## config.mk

```make
export PLATFORM = sky130hd
export DESIGN_NAME = cdc_event_sync_rx
export DESIGN_NICKNAME = d
export VERILOG_FILES = /design/src/rtl/cdc_event_sync_rx.sv
export SDC_FILE = /design/constraint.sdc
export NUM_CORES = 1
export LEC_CHECK = 0
export CELL_PAD_IN_SITES_DETAIL_PLACEMENT = 1
export CELL_PAD_IN_SITES_GLOBAL_PLACEMENT = 1
export CORE_MARGIN = 10
export CORE_UTILIZATION = 46
export CTS_BUF_LIST = sky130_fd_sc_hd__clkbuf_16
export CTS_CLUSTER_SIZE = 8
export DETAILED_ROUTE_END_ITERATION = 8
export PLACE_DENSITY_LB_ADDON = 0.25
export REMOVE_ABC_BUFFERS = 1
export SLEW_MARGIN = 10
export SYNTH_ARGS = -nofsm -noshare
export SYNTH_HDL_FRONTEND = slang
export SYNTH_SLANG_ARGS = --single-unit
```

## constraint.sdc

```tcl
create_clock -name clk -period 6.28 [get_ports clk]
set_input_delay 0.628 -clock clk [delete_from_list [all_inputs] [get_ports clk]]
set_output_delay 0.628 -clock clk [all_outputs]
set_load 0.005 [all_outputs]
```

## src/rtl/cdc_event_sync_rx.sv

```systemverilog
// Toggle-crossing receiver: synchronises per-channel toggles, pulses on edges, counts events (sat) for a round-robin drain.
// Pulse lands SYNC_STAGES+1 edges after capture; evt_valid holds its record until evt_ready, while counters keep accumulating.
`timescale 1ns/1ps
module cdc_event_sync_rx #(
    parameter int CHANNELS    = 4,
    parameter int SYNC_STAGES = 2,
    parameter int CNT_W       = 4
) (
    input  logic                                       clk,
    input  logic                                       rst_n,
    input  logic [CHANNELS-1:0]                        tog_in,
    output logic [CHANNELS-1:0]                        ack_tog,
    output logic [CHANNELS-1:0]                        pulse_out,
    output logic                                       evt_valid,
    input  logic                                       evt_ready,
    output logic [((CHANNELS > 1) ? $clog2(CHANNELS) : 1)-1:0] evt_chan,
    output logic [CNT_W-1:0]                           evt_count,
    output logic [CHANNELS-1:0]                        ovf,
    input  logic [CHANNELS-1:0]                        ovf_clr
);
    localparam int CH_W = (CHANNELS > 1) ? $clog2(CHANNELS) : 1;
    localparam logic [CNT_W-1:0] CNT_MAX = '1;

    typedef enum logic {S_IDLE, S_OFFER} state_t;

    logic [CHANNELS-1:0][SYNC_STAGES-1:0] sync_q;
    logic [CHANNELS-1:0] last_q;
    logic [CHANNELS-1:0] sync_last;
    logic [CHANNELS-1:0] tog_edge;
    logic [CNT_W-1:0]    cnt_q [CHANNELS];
    logic [CH_W-1:0]     rr_q;
    logic [CH_W-1:0]     sel;
    logic [CH_W-1:0]     rr_next;
    logic                any_nz;
    logic                load;
    state_t              state;

    always_comb begin
        for (int i = 0; i < CHANNELS; i++) begin
            sync_last[i] = sync_q[i][SYNC_STAGES-1];
        end
    end

    assign tog_edge = sync_last ^ last_q;
    assign ack_tog  = sync_last;

    always_ff @(posedge clk or negedge rst_n) begin
        if (!rst_n) begin
            sync_q    <= '0;
            last_q    <= '0;
            pulse_out <= '0;
        end else begin
            for (int i = 0; i < CHANNELS; i++) begin
                sync_q[i] <= {sync_q[i][SYNC_STAGES-2:0], tog_in[i]};
            end
            last_q    <= sync_last;
            pulse_out <= tog_edge;
        end
    end

    // First nonzero counter at or after the round-robin pointer, wrapping.
    always_comb begin
        int idx;
        any_nz = 1'b0;
        sel    = '0;
        idx    = 0;
        for (int k = 0; k < CHANNELS; k++) begin
            idx = (int'(rr_q) + k) % CHANNELS;
            if (!any_nz && cnt_q[CH_W'(idx)] != '0) begin
                any_nz = 1'b1;
                sel    = CH_W'(idx);
            end
        end
    end

    assign rr_next = (sel == CH_W'(CHANNELS - 1)) ? '0 : sel + 1'b1;
    assign load    = any_nz && (state == S_IDLE || evt_ready);

    always_ff @(posedge clk or negedge rst_n) begin
        if (!rst_n) begin
            for (int i = 0; i < CHANNELS; i++) begin
                cnt_q[i] <= '0;
            end
            ovf <= '0;
        end else begin
            for (int i = 0; i < CHANNELS; i++) begin
                // An edge coinciding with the snapshot starts the next record at 1.
                if (load && sel == CH_W'(i)) begin
                    cnt_q[i] <= tog_edge[i] ? CNT_W'(1) : '0;
                end else if (tog_edge[i] && cnt_q[i] != CNT_MAX) begin
                    cnt_q[i] <= cnt_q[i] + 1'b1;
                end

                if (tog_edge[i] && cnt_q[i] == CNT_MAX && !(load && sel == CH_W'(i))) begin
                    ovf[i] <= 1'b1;
                end else if (ovf_clr[i]) begin
                    ovf[i] <= 1'b0;
                end
            end
        end
    end

    always_ff @(posedge clk or negedge rst_n) begin
        if (!rst_n) begin
            state     <= S_IDLE;
            evt_valid <= 1'b0;
            evt_chan  <= '0;
            evt_count <= '0;
            rr_q      <= '0;
        end else if (load) begin
            state     <= S_OFFER;
            evt_valid <= 1'b1;
            evt_chan  <= sel;
            evt_count <= cnt_q[sel];
            rr_q      <= rr_next;
        end else if (state == S_OFFER && evt_ready) begin
            state     <= S_IDLE;
            evt_valid <= 1'b0;
        end
    end
endmodule
```

# Word level (Yosys, flattened, before mapping)
# Index checks and enable logic that the tools add are counted.
[totals]
register_bits = 45
latchBits = 0
ramBits = 0
rom_bits = 0
input_bits = 11
out_inout_bits = 19
word_cells = 138
memories = 0
[op_classes]
add_sub_neg = 8
n_mul = 0
n_div = 0
n_lt_le_gt_ge = 5
eq_ne = 11
n_shift = 0
muxes = 46
n_bitwise = 7
reduce_logical = 43
[op_table]
columns = ["operator", "count"]
rows = [
  ["two-way mux 4 bit", 18],
  ["binary-select mux 4 bit (select 2 bit)", 5],
  ["logical AND 1 bit", 21],
  ["two-way mux 1 bit", 18],
  ["nonzero test 2 bit", 9],
  ["adder 4 x 1 -> 4 bit (second input constant)", 4],
  ["equality test 4 bit (second input constant)", 4],
  ["!= test 4 bit (second input constant)", 4],
  ["nonzero test 4 bit", 4],
  [">= comparator 2 x 3 -> 1 bit (second input constant)", 4],
  ["two-way mux 2 bit", 5],
  ["NOT 2 bit", 4],
  ["logical NOT 1 bit", 7],
  ["adder 2 x 1 -> 2 bit (second input constant)", 2],
  ["adder 2 bit (second input constant)", 2],
  ["equality test 2 bit (second input constant)", 2],
  ["XOR 4 bit", 1],
  [">= comparator 3 bit (second input constant)", 1],
  ["NOT 2 -> 3 bit", 1],
  ["equality test 2 x 1 -> 1 bit (second input constant)", 1],
  ["logical NOT 2 bit", 1],
  ["logical OR 1 bit", 1],
  ["NOT 1 bit", 1],
]

# Logic depth before layout (Yosys ltp)
# Gate-level depths: netlist (run 1).
[logic_depth]
depth_word = 20
depth_mapped = 10
ltp_nobuf = 8

# Least setup slack after synthesis (run 1)
# OpenSTA, ideal clock, no wires.
[synth_timing]
path_type = "register to register"
startpoint = "register cnt_q[8] (netlist bit)"
endpoint = "register cnt_q[0] (netlist bit)"
setup_time_ps = 119
arrival_ps = 2247
required_ps = 6161
path_slack_ps = 3914
stages_incl_launch_ff = 9
n_path_buf = 1
period_less_slack_ps = 2366
cell_sequence = "dfrtp_1 > or4_4 > or3_1 > o211a_1 > buf_6 > ha_1 > and2_1 > o21ai_1 > a21bo_1"
[synth_between]
elab_chain_len = 17
elab_cells_between_ends = 35
classes_between = "eq/ne: 1; mux: 21; reduce/logical: 13"
[synth_lines]
columns = ["element", "line_no", "text"]
rows = [
  ["from (decl)", "30", "logic [CNT_W-1:0] cnt_q [CHANNELS];"],
  ["from (signal, indexed assignment)", "89", "cnt_q[i] <= tog_edge[i] ? CNT_W'(1) : '0;"],
  ["from (signal, indexed assignment)", "91", "cnt_q[i] <= cnt_q[i] + 1'b1;"],
  ["binary-select mux 4 bit (select 2 bit)", "69", "if (!any_nz && cnt_q[CH_W'(idx)] != '0) begin"],
  ["two-way mux 4 bit (implied by the code) (2 in a row)", "69", ""],
  ["nonzero test 4 bit", "69", ""],
  ["two-way mux 1 bit", "69", ""],
  ["logical NOT 1 bit", "69", ""],
  ["logical AND 1 bit", "69", ""],
  ["two-way mux 1 bit", "69", ""],
  ["logical NOT 1 bit", "69", ""],
  ["logical AND 1 bit", "69", ""],
  ["two-way mux 1 bit", "69", ""],
  ["logical NOT 1 bit", "69", ""],
  ["logical AND 1 bit", "69", ""],
  ["two-way mux 2 bit *", "69", ""],
  ["net sel[0]", "32", "logic [CH_W-1:0] sel;"],
  ["equality test 2 bit *", "88", "if (load && sel == CH_W'(i)) begin"],
  ["logical AND 1 bit *", "88", ""],
  ["two-way mux 4 bit or nonzero test 2 bit (tied branches)", "--", ""],
]
# The timed path passes the listed nets; every way through them passes the cells marked *. The select of a mux whose other input is x is not followed.
# A chain may end at the register's enable or synchronous reset.

# Worst setup path in the final report (run 1)
[layout_timing]
startpoint = "register cnt_q[12] (netlist bit)"
endpoint = "register cnt_q[12] (netlist bit)"
[layout_between]
elab_chain_len = 17
elab_cells_between_ends = 39
classes_between = "add/sub: 1; eq/ne: 1; mux: 22; reduce/logical: 15"
[layout_lines]
columns = ["element", "line_no"]
rows = [
  ["binary-select mux 4 bit (select 2 bit)", "69"],
  ["two-way mux 4 bit (implied by the code) (2 in a row)", "69"],
  ["nonzero test 4 bit", "69"],
  ["two-way mux 1 bit", "69"],
  ["logical NOT 1 bit", "69"],
  ["logical AND 1 bit", "69"],
  ["two-way mux 1 bit", "69"],
  ["logical NOT 1 bit", "69"],
  ["logical AND 1 bit", "69"],
  ["two-way mux 1 bit", "69"],
  ["logical NOT 1 bit", "69"],
  ["logical AND 1 bit", "69"],
  ["two-way mux 2 bit or two-way mux 1 bit (tied branches)", "69"],
  ["logical NOT 2 bit or logical AND 1 bit (tied branches)", "88, 77"],
  ["logical AND 1 bit", "88"],
  ["two-way mux 4 bit or nonzero test 2 bit (tied branches)", "--"],
]
# Parallel ways exist; a longest one is shown, timed or not. The select of a mux whose other input is x is not followed.

==> metrics.txt, run 1 <==
post-route ant nets=0; Initial Util=48.4%; Clock Sinks=between 40 and 50; Worst slew margin=33.6%; grt total ovfl=0; Reg-to-Reg End=cnt_q[12]$_DFFE_PN0P_; Worst R2R Start=cnt_q[12]$_DFFE_PN0P_; Setup WS post-layout=3.55 ns; nets@finish=245; row count=24; Max Fclk=0.366 GHz; Critical Path Fanout Max=8; full die area=7810 µm²; CP required=~6.5 ns; Max Cap Viol=0; # diodes=0; final core occ=58.4%; Gate power share=42.8%; CTS Root Cell=clkbuf_16; Worst Path Arrival=~2.9 ns; sequential area share after synthesis=52.4%; share of post-route cells with drive strength above 1=6.61%; I/O pins=30; cts hold-fix bufs=0; post_cts resized=0; vias in the first global route=1740; global-route wire length before repair=approximately 8800 µm; HPWL after detailed placement=3910 µm; routed vias/inst=5.80; hold endpoint=ack_tog[0]$_DFF_PN0_; crit path time final=around 2.7 ns; CTS tree=built; Setup Fix Bufs, Post-CTS=0; Hold Fails Final Rpt=0; Yosys cell types=41; maximum VDD drop=187 µV; Critical Path End Type=register; Post-route DRC=0; FILL cells=484; Num CTS Buffers=5; drt total wl=around 5300 µm; yosys warns=0; post-synthesis average cell area=approximately 11 µm²; Power Internal=771 µW; Die Wd=88.4 µm; power share of the clock group=between 10% and 20%; Clock H-tree levels=2; pin count of the biggest net entering global routing=46; Clock Tree Buf Depth=2; Reg power frac=38.1%; switching share of power=about two fifths; PortBufs=29; FF-to-FF path depth=8; Pwr Density=just over 500 nW/µm²; synthesized area=between 2000 and 2500 µm²; pre-CTS WS=3.58 ns; CTS clock-pin slew for the worst setup and hold paths=about 0.060 ns; synthesized flop and latch total=45; leakage power=1.12 nW; CP max stage cell=or4_4; core area=4440 µm²; count of pins over their slew limit=0; clk_lat worst skew=just under 0.3 ns; router iterations before antenna repair=4; setup TNS=0 ns; critical path's top delay family=compound AO/OA/AOI/OAI gates; Setup CP Type=register to register; area of the multi-input gates=943 µm²; Syn Inst Count=197; setup violators final=0; worst slew pin tran=between 0.9 and 1 ns; crit-path cells=or4_4 -> a22oi_1 -> o211a_1 -> clkinv_4 -> ha_1 -> and2_1 -> o21ai_1 -> a21bo_1; WP buf/inv=1; Hold Path Class=register to register; Sw Pwr=546 µW; drt wl/cell=19.1 µm; worst reg2reg setup slack=3.55 ns; fin crit share=43.5%; Sequential Area=1130 µm²; hold path depth=0; critical path depth=8; Die Span Y=between 80 and 90 µm; area added between synthesis and finish=20.6%; HP Start=sync_q[0]$_DFF_PN0_; Critical Path Start Type=register; largest stage delay on the critical path=around 0.6 ns; RSZ-0062 raised after global routing=false; all-layer global routing usage=14.4%; GPL Wtd Cong=0.841; Via Count=1618; Clock Skews=about 0.0067 ns; status=finished, final reports clean; antenna violations before repair=0; initial DRC count=136
[cell usage after synthesis]
master	count	area share, %
a22oi_1	1	0.35
nor4_4	1	0.99
nor4_1	2	0.58
xnor2_1	4	1.6
nor3_1	4	0.93
o221ai_1	4	1.6
o211ai_1	1	0.35
xor2_1	4	1.6
nor2b_1	1	0.29
inv_1	6	1.0
mux2i_1	4	1.9
or4_4	2	1.0
o21ai_1	9	2.1
a32oi_1	4	1.6
o2bb2ai_1	1	0.41
clkbuf_1	1	0.17
dfrtp_1	45	52
a222oi_1	1	0.47
ha_1	8	4.7
and4b_1	4	1.9
clkinv_4	1	0.41
o41a_1	1	0.52
o21ai_0	1	0.23
nor4_2	1	0.58
nand3_1	12	2.8
o211a_1	1	0.47
a31oi_1	4	1.2
a41oi_2	1	0.76
buf_2	1	0.23
a21oi_1	9	2.1
buf_6	1	0.52
nand4_1	1	0.29
a2bb2oi_1	1	0.41
nand2_1	19	3.3
and2_1	6	1.7
o22ai_1	4	1.2
nand2b_1	7	2.0
buf_4	4	1.4
a21bo_1	4	1.9
nor2_1	10	1.7
or3_1	1	0.29
[final cells by class]
type	instances	share of cell area, %
tap	52	2.51
clock inverter	3	0.675
multi-input combinational	138	36.4
clock buffer	5	4.82
inverter	7	1.21
timing repair buffer	29	11.0
sequential	45	43.4
[through the flow]
stage               hold WS (ns)  cell area [µm²]  std cells  power (mW)
finish                     0.348             2590        279        1.32
detailed placement         0.336             2450        271        1.06
CTS                        0.351             2590        279        1.32
floorplan                  0.331             2100        190       0.853
global placement           0.335             2450        271        1.00
global route               0.360             2590        279        1.42
[worst register-to-register path: stages, from the launching register on]
cell and delay [ns]:
dfrtp_1 0.47, or4_4 0.60, a22oi_1 0.19, o211a_1 0.44, clkinv_4 0.15, ha_1 0.21
and2_1 0.20, o21ai_1 0.15, a21bo_1 0.21
[per-layer routing]
metal  routed length (µm)  global-route usage, %
met5                    0                      0
met4                   81                   5.29
met3                  201                   3.68
met2                 2760                   25.4
met1                 2290                   16.4
[cells by family (layout without fill, tap and decap cells)]
group	count (synthesis)	count (layout)	share of synthesized area (%)
compound gates	47	47	15.6
mux	4	4	1.86
flops	45	45	52.4
xor+xnor	8	8	3.26
fa+ha+maj	8	8	4.65
simple gates	71	71	18.5
buf+inv	14	44	3.78
[state kept, by name (all words and copies together) (netlist names)]
| signal | count |
|---|---|
| ovf | 4 |
| sync_q | 4 |
| pulse_out | 4 |
| state | 1 |
| cnt_q | 16 |
| evt_count | 4 |
| evt_chan | 2 |
| last_q | 4 |
| rr_q | 2 |
| ack_tog | 4 |
[power groups by stage]
stage / sequential (mW) / clock (mW) / combinational, mW
after detailed placement: 0.501 / 0 / 0.556
after global placement: 0.489 / 0 / 0.516
final: 0.502 / 0.251 / 0.564
after global routing: 0.514 / 0.272 / 0.630
after CTS: 0.500 / 0.255 / 0.568
after floorplan: 0.466 / 0 / 0.388
[cell usage in the layout (no fill, tap or decap), types with 2 or more instances in the layout]
master and n:
nor3_1 4, nand2_1 19, or4_4 2, inv_1 6
o221ai_1 4, a21oi_1 9, nand3_1 12, dfrtp_1 45
o22ai_1 4, ha_1 8, clkdlybuf4s50_1 28, and4b_1 4
clkinv_2 2, mux2i_1 4, xor2_1 4, nor4_1 2
o21ai_1 9, and2_1 6, a21bo_1 4, a31oi_1 4
nor2_1 10, clkbuf_16 5, xnor2_1 4, nand2b_1 7
a32oi_1 4
[worst max path at each step]
stage | start | end
global route | cnt_q[4]$_DFFE_PN0P_ | cnt_q[12]$_DFFE_PN0P_
floorplan | cnt_q[12]$_DFFE_PN0P_ | cnt_q[12]$_DFFE_PN0P_
detailed placement | cnt_q[12]$_DFFE_PN0P_ | cnt_q[12]$_DFFE_PN0P_
finish | cnt_q[12]$_DFFE_PN0P_ | cnt_q[12]$_DFFE_PN0P_
CTS | cnt_q[12]$_DFFE_PN0P_ | cnt_q[12]$_DFFE_PN0P_
global placement | cnt_q[12]$_DFFE_PN0P_ | cnt_q[12]$_DFFE_PN0P_
No activity file was read; power rests on OpenSTA's default activity.
==> run 2: changes to the inputs <==
--- a/config.mk
+++ b/config.mk
@@ -8,7 +8,7 @@
 export CELL_PAD_IN_SITES_DETAIL_PLACEMENT = 1
 export CELL_PAD_IN_SITES_GLOBAL_PLACEMENT = 1
 export CORE_MARGIN = 10
-export CORE_UTILIZATION = 46
+export CORE_UTILIZATION = 38
 export CTS_BUF_LIST = sky130_fd_sc_hd__clkbuf_16
 export CTS_CLUSTER_SIZE = 8
 export DETAILED_ROUTE_END_ITERATION = 8
==> constraint.sdc (replaced) <==
create_clock -name clk -period 2.3 [get_ports clk]
set_input_delay 0.23 -clock clk [delete_from_list [all_inputs] [get_ports clk]]
set_output_delay 0.23 -clock clk [all_outputs]
set_load 0.005 [all_outputs]
==> run 2 against run 1 <==
Core utilization is 4.9 points lower. Via count rose by 8.1%. Non-clock buffer count up 35. Fmax grew 19%. Flip-flop and latch count unchanged. Largest power group unchanged. Highest routed layer unchanged.
==> metrics.txt, run 2 (same netlist as run 1, synthesis figures left out) <==
WHS=0.348 ns (-0.000527 ns); switching share of power=38.9% (-2.6 points); Worst R2R Start=cnt_q[10]$_DFFE_PN0P_; RSZ-0062 raised after global routing=true; crit path time final=2.29 ns (-0.439 ns); drt total wl=5710 µm (+7.0%); maximum VDD drop=543 µV (+190%); GPL Wtd Cong=0.786 (-6.6%); Max Cap Viol=0 (unchanged); Setup CP Type=register to register; post-route ant nets=0 (unchanged); worst slew pin tran=0.615 ns (-0.381 ns); most frequent cells in the layout=dfrtp_1 (45), buf_4 (33), clkdlybuf4s50_1 (28), nand2_1 (19), nand3_1 (12); routed vias/inst=5.24 (-9.7%); Power Internal=2.58 mW (+230%); antenna violations before repair=0 (unchanged); CTS tree=built; share of post-route cells with drive strength above 1=23.7% (+17 points); CTS Root Cell=clkbuf_16; Via Count=1749 (+8.1%); # diodes=0 (unchanged); dpl cells=324 (+20%); commonest non-fill, non-tap cell in the layout=dfrtp_1; Clock H-tree levels=2 (unchanged); hold endpoint=ack_tog[3]$_DFF_PN0_; CTS clock-pin slew for the worst setup and hold paths=0.06 ns (about the same); full die area=9070 µm² (+16%); vias in the first global route=1871 (+7.5%); Worst Path Arrival=2.48 ns (-0.43 ns); nets@finish=280 (+14%); Clock Tree Buf Depth=2 (unchanged); leakage power=1.32 nW (+17%); Sw Pwr=1.64 mW (+200%); Clock Sinks=45 (unchanged); hold path depth=0 (unchanged); fin crit share=99.8% (+56 points); PortBufs=29 (unchanged); row count=27 (+13%); power share of the clock group=17.2% (-1.9 points); Initial Util=39.1% (-9.3 points); Critical Path Start Type=register; Pwr Density=1430 nW/µm² (+180%); final cell count without fillers=334 (+20%); FF-to-FF path depth=7 (-1); clk_lat worst skew=0.29 ns (about the same); FILL cells=601 (+24%); status=finished, final reports clean; global-route wire length before repair=9550 µm (+8.0%); I/O pins=30 (unchanged); Critical path origin=cnt_q[10]$_DFFE_PN0P_; CP required=2.48 ns (-3.97 ns); Clock Skews=0.00581 ns (-0.000886 ns); Worst slew margin=58.9% (+25 points); drt wl/cell=17.1 µm (-11%); HPWL after detailed placement=4150 µm (+6.2%); Largest register FFs=16 (unchanged); Most flops, register=cnt_q; Post-route DRC=0 (unchanged); Critical Path Fanout Max=5 (-3); HP Start=sync_q[6]$_DFF_PN0_; router iterations before antenna repair=4 (unchanged); Critical Path End Type=register; Gate power share=55.1% (+12 points); Hold Fails Final Rpt=0 (unchanged); Die Span Y=95.2 µm (+7.8%); area added between synthesis and finish=37.0%; initial DRC count=50 (-63%); Num CTS Buffers=5 (unchanged); count of pins over their slew limit=0 (unchanged); setup violators final=0 (unchanged); Die Wd=95.2 µm (+7.8%); all-layer global routing usage=13.4% (-0.99 points); grt total ovfl=0 (unchanged); worst reg2reg setup slack=0.006 ns (-3.54 ns); setup TNS=0 ns (unchanged); core area=5510 µm² (+24%); Max Fclk=0.436 GHz (+19%); Reg-to-Reg End=cnt_q[8]$_DFFE_PN0P_; Reg power frac=27.7% (-10 points); Hold Path Class=register to register; pin count of the biggest net entering global routing=21 (-54%)
-- run 2: area by class of cell --
cell class	instances	area [µm²]	area share, %
inverter	7	31.3	1.06
clock inverter	3	25.0	0.849
multi-input combinational	138	995	33.8
clock buffer	5	125	4.25
timing repair buffer	64	554	18.8
sequential	45	1130	38.2
tap	72	90.1	3.06
-- run 2: worst max-delay path by stage --
stage                             to  cells after the start
3_3_place_gp    cnt_q[0]$_DFFE_PN0P_                      7
5_1_grt         cnt_q[0]$_DFFE_PN0P_                      7
3_5_place_dp    cnt_q[0]$_DFFE_PN0P_                      7
4_1_cts         cnt_q[4]$_DFFE_PN0P_                      8
2_1_floorplan  cnt_q[12]$_DFFE_PN0P_                      8
6_report        cnt_q[8]$_DFFE_PN0P_                      7
-- run 2: worst max-delay path, stage by stage (launching register included) --
cell,delay [ns]
dfrtp_1,0.38
or4_4,0.57
or3_4,0.40
o211a_4,0.17
ha_1,0.20
and2_4,0.14
o21ai_1,0.11
a21bo_1,0.20
-- run 2: per-stage QoR --
| step | setup slack (ns) | utilization [%] | total power [mW] | cell area, µm² |
|---|---|---|---|---|
| final | 0.00571 | 53.5 | 4.22 | 2950 |
| after global routing | -0.0785 | 53.5 | 4.53 | 2950 |
| after CTS | -0.0000342 | 52.9 | 4.21 | 2910 |
| after detailed placement | -0.0534 | 49.5 | 3.32 | 2720 |
| after global placement | -0.0152 | 49.5 | 3.26 | 2720 |
| after floorplan | -0.147 | - | 2.33 | 2100 |
-- run 2: timing repair --
item                       in CTS  in global routing
setup buffers                   1                  0
pin swaps                       5                  1
resized for setup               7                  7
hold buffers                    1                  0
setup endpoints to repair      15                 16
hold endpoints to repair       12                  0
-- run 2: power by group through the flow --
stage	Combinational (mW)	Sequential [mW]	Clock [mW]
global placement	2.08	1.18	0
global route	2.56	1.20	0.780
detailed placement	2.14	1.18	0
floorplan	1.06	1.27	0
CTS	2.29	1.17	0.746
finish	2.32	1.17	0.725
-- run 2: metal layers --
metal,wire length (µm),GRT usage [%],vias to the layer above
met5,0,0,-
met4,106,4.24,0
met3,302,3.85,10
met2,2940,23.0,35
met1,2360,15.8,857
li1,-,-,847
==> patch, RTL diff (config.mk and constraints of run 2) <==
Put one more register stage on the output `evt_count`, cleared by the reset. The value now appears one clock later. The other outputs are not delayed to match.
--- a/src/rtl/cdc_event_sync_rx.sv
+++ b/src/rtl/cdc_event_sync_rx.sv
@@ -22,6 +22,8 @@
     localparam logic [CNT_W-1:0] CNT_MAX = '1;
 
     typedef enum logic {S_IDLE, S_OFFER} state_t;
+
+    logic [CNT_W-1:0] evt_count_s0;
 
     logic [CHANNELS-1:0][SYNC_STAGES-1:0] sync_q;
     logic [CHANNELS-1:0] last_q;
@@ -105,17 +107,25 @@
             state     <= S_IDLE;
             evt_valid <= 1'b0;
             evt_chan  <= '0;
-            evt_count <= '0;
+            evt_count_s0 <= '0;
             rr_q      <= '0;
         end else if (load) begin
             state     <= S_OFFER;
             evt_valid <= 1'b1;
             evt_chan  <= sel;
-            evt_count <= cnt_q[sel];
+            evt_count_s0 <= cnt_q[sel];
             rr_q      <= rr_next;
         end else if (state == S_OFFER && evt_ready) begin
             state     <= S_IDLE;
             evt_valid <= 1'b0;
         end
     end
+    always_ff @(posedge clk or negedge rst_n) begin
+        if (!rst_n) begin
+            evt_count <= '0;
+        end else begin
+            evt_count <= evt_count_s0;
+        end
+    end
+
 endmodule
Function: no difference found for any inputs over 10 cycles, from zero or initial values and one cycle with rst_n low; that may be too few to reach the edited logic, so the function may still have changed.
==> patch against run 2 <==
Sequential share of layout area grew 1.8 points. Synthesized area rose by 8.6%. Setup slack better by 10 ps. Critical path depth up 2. Wire length down 6.7%. Non-clock buffer count shrank 6. Clock power decreased by 3.4%. Via count up 3.8%. Design area is 3.9% higher. Largest cell class unchanged. Sequential cell count up 4. Total power down 4.5%.
==> patch: results (changes against run 2) <==
- The run finished with clean final reports.
- The initial detailed-routing violation count was 63 (+26%).
- The fraction of synthesized cell area in xor and xnor cells was 2.999% (-0.26 points).
- The maximum net fanout on the critical path is 6 (+1).
- The post-cts resize count came to 3 (-4).
- The post-detailed-placement cell area came to 2869 sq um (+5.3%).
- The static leakage came to 1.376 nW (+4.6%).
- The maximum number of pins on one net before global-route repair came to 50 (+140%).
- The final net count was 285 (+1.8%).
- The number of distinct library cell variants in the gate-level netlist after synthesis is 39 (-4.9%).
- The adder-cell share of the synthesized area is 4.285% (-0.37 points).
- The routed length on met1 is 2516 um (+6.4%).
- The post-detailed-placement half-perimeter wirelength came to 3900 um (-6.0%).
- The critical path's largest stage delay was 480 ps (-90 ps).
- The routed wire length per instance is 15.58 um (-8.8%).
- The ratio of cells with drive above 1 in the final layout is 20.97% (-2.7 points).
- The total of fill cells in the finished design is 689 (+15%).
- The power attributed to the clock group was 0.700 mW (-3.4%).
- The classification of the worst-slack hold path is in2async.
- The startpoint of the worst-slack reg-to-reg timing path is cnt_q[4].
- The pin slew with the least headroom to its limit is 668.9 ps (+53.79 ps).
- The wire length of the first global-routing pass is 9218 um (-3.5%).
- The last weighted congestion value of the routability-driven placer is 0.7696 (-2.0%).
- The met2 track demand over resource is 16.99% (-6.0 points).
- The met1 routing resource usage after global routing came to 14.69% (-1.1 points).
- The global-route met3 utilization was 4.017% (+0.17 points).
- The switching power share of the total is 37.31% (-1.6 points).
- The routed length on met3 is 280 um (-7.3%).
- The area fraction in compound gates after synthesis is 14.73% (-0.86 points).
- The multiplexer area fraction after synthesis was 3.856% (+2.0 points).
- By count the netlist is led by 49 x sky130_fd_sc_hd__dfrtp_1, 15 x sky130_fd_sc_hd__nand3_1, 14 x sky130_fd_sc_hd__nand2_1.
- The critical path ends at cnt_q[8].
- The combinational-cell power consumption is 2.04 mW (-12%).
- The worst IR drop on VDD is 0.5527 mV (+1.7%).
- Routed signal wires occupy layers up through met4.
- The standard cell with the maximum stage delay on the critical path is sky130_fd_sc_hd__nor4_4.
- The total global-route track usage is 11.30% (-2.1 points).
- The wire length on met2 was 2449 um (-17%).
- The via total after detailed routing is 1,815 (+3.8%).
- Ranked by total cell area, the synthesized netlist is headed by sky130_fd_sc_hd__dfrtp_1 52%, sky130_fd_sc_hd__ha_1 4.3%, sky130_fd_sc_hd__mux2i_1 3.9%, sky130_fd_sc_hd__nand3_1 3.2%, sky130_fd_sc_hd__and3_1 2.4%.
- The proportion of synthesized chip area in sequential cells is 52.49% (+0.13 points).
- The clock skew was 6.625 ps (+0.8164 ps).
[patch: through the flow]
stage          power [mW]  hold slack (ps)  setup slack [ps]  cells
4_1_cts             3.989            68.39             1.259    341
5_1_grt             4.352            90.26            -108.9    342
3_3_place_gp        3.175            333.2             15.18    332
3_5_place_dp        3.235            338.1            -59.63    332
2_1_floorplan       2.409           -65.59            -336.8    201
6_report            4.032            38.32             16.06    342
[patch: area by class of cell]
| cell class | count | area [sq um] | area share, % |
|---|---|---|---|
| Sequential cell | 49 | 1226 | 40.05 |
| Multi-Input combinational cell | 139 | 1051 | 34.33 |
| Timing Repair Buffer | 58 | 503.0 | 16.43 |
| Clock buffer | 5 | 125.1 | 4.087 |
| Tap cell | 75 | 93.84 | 3.065 |
| Inverter | 13 | 48.80 | 1.594 |
| Clock inverter | 3 | 13.76 | 0.4495 |
[patch: worst reg2reg max path, delay by kind of cell, from the launching register on]
kind            cells  cell delay, ps
compound gates      3             510
fa+ha+maj           1             170
buf+inv             3             470
flops               1             410
simple gates        2             620
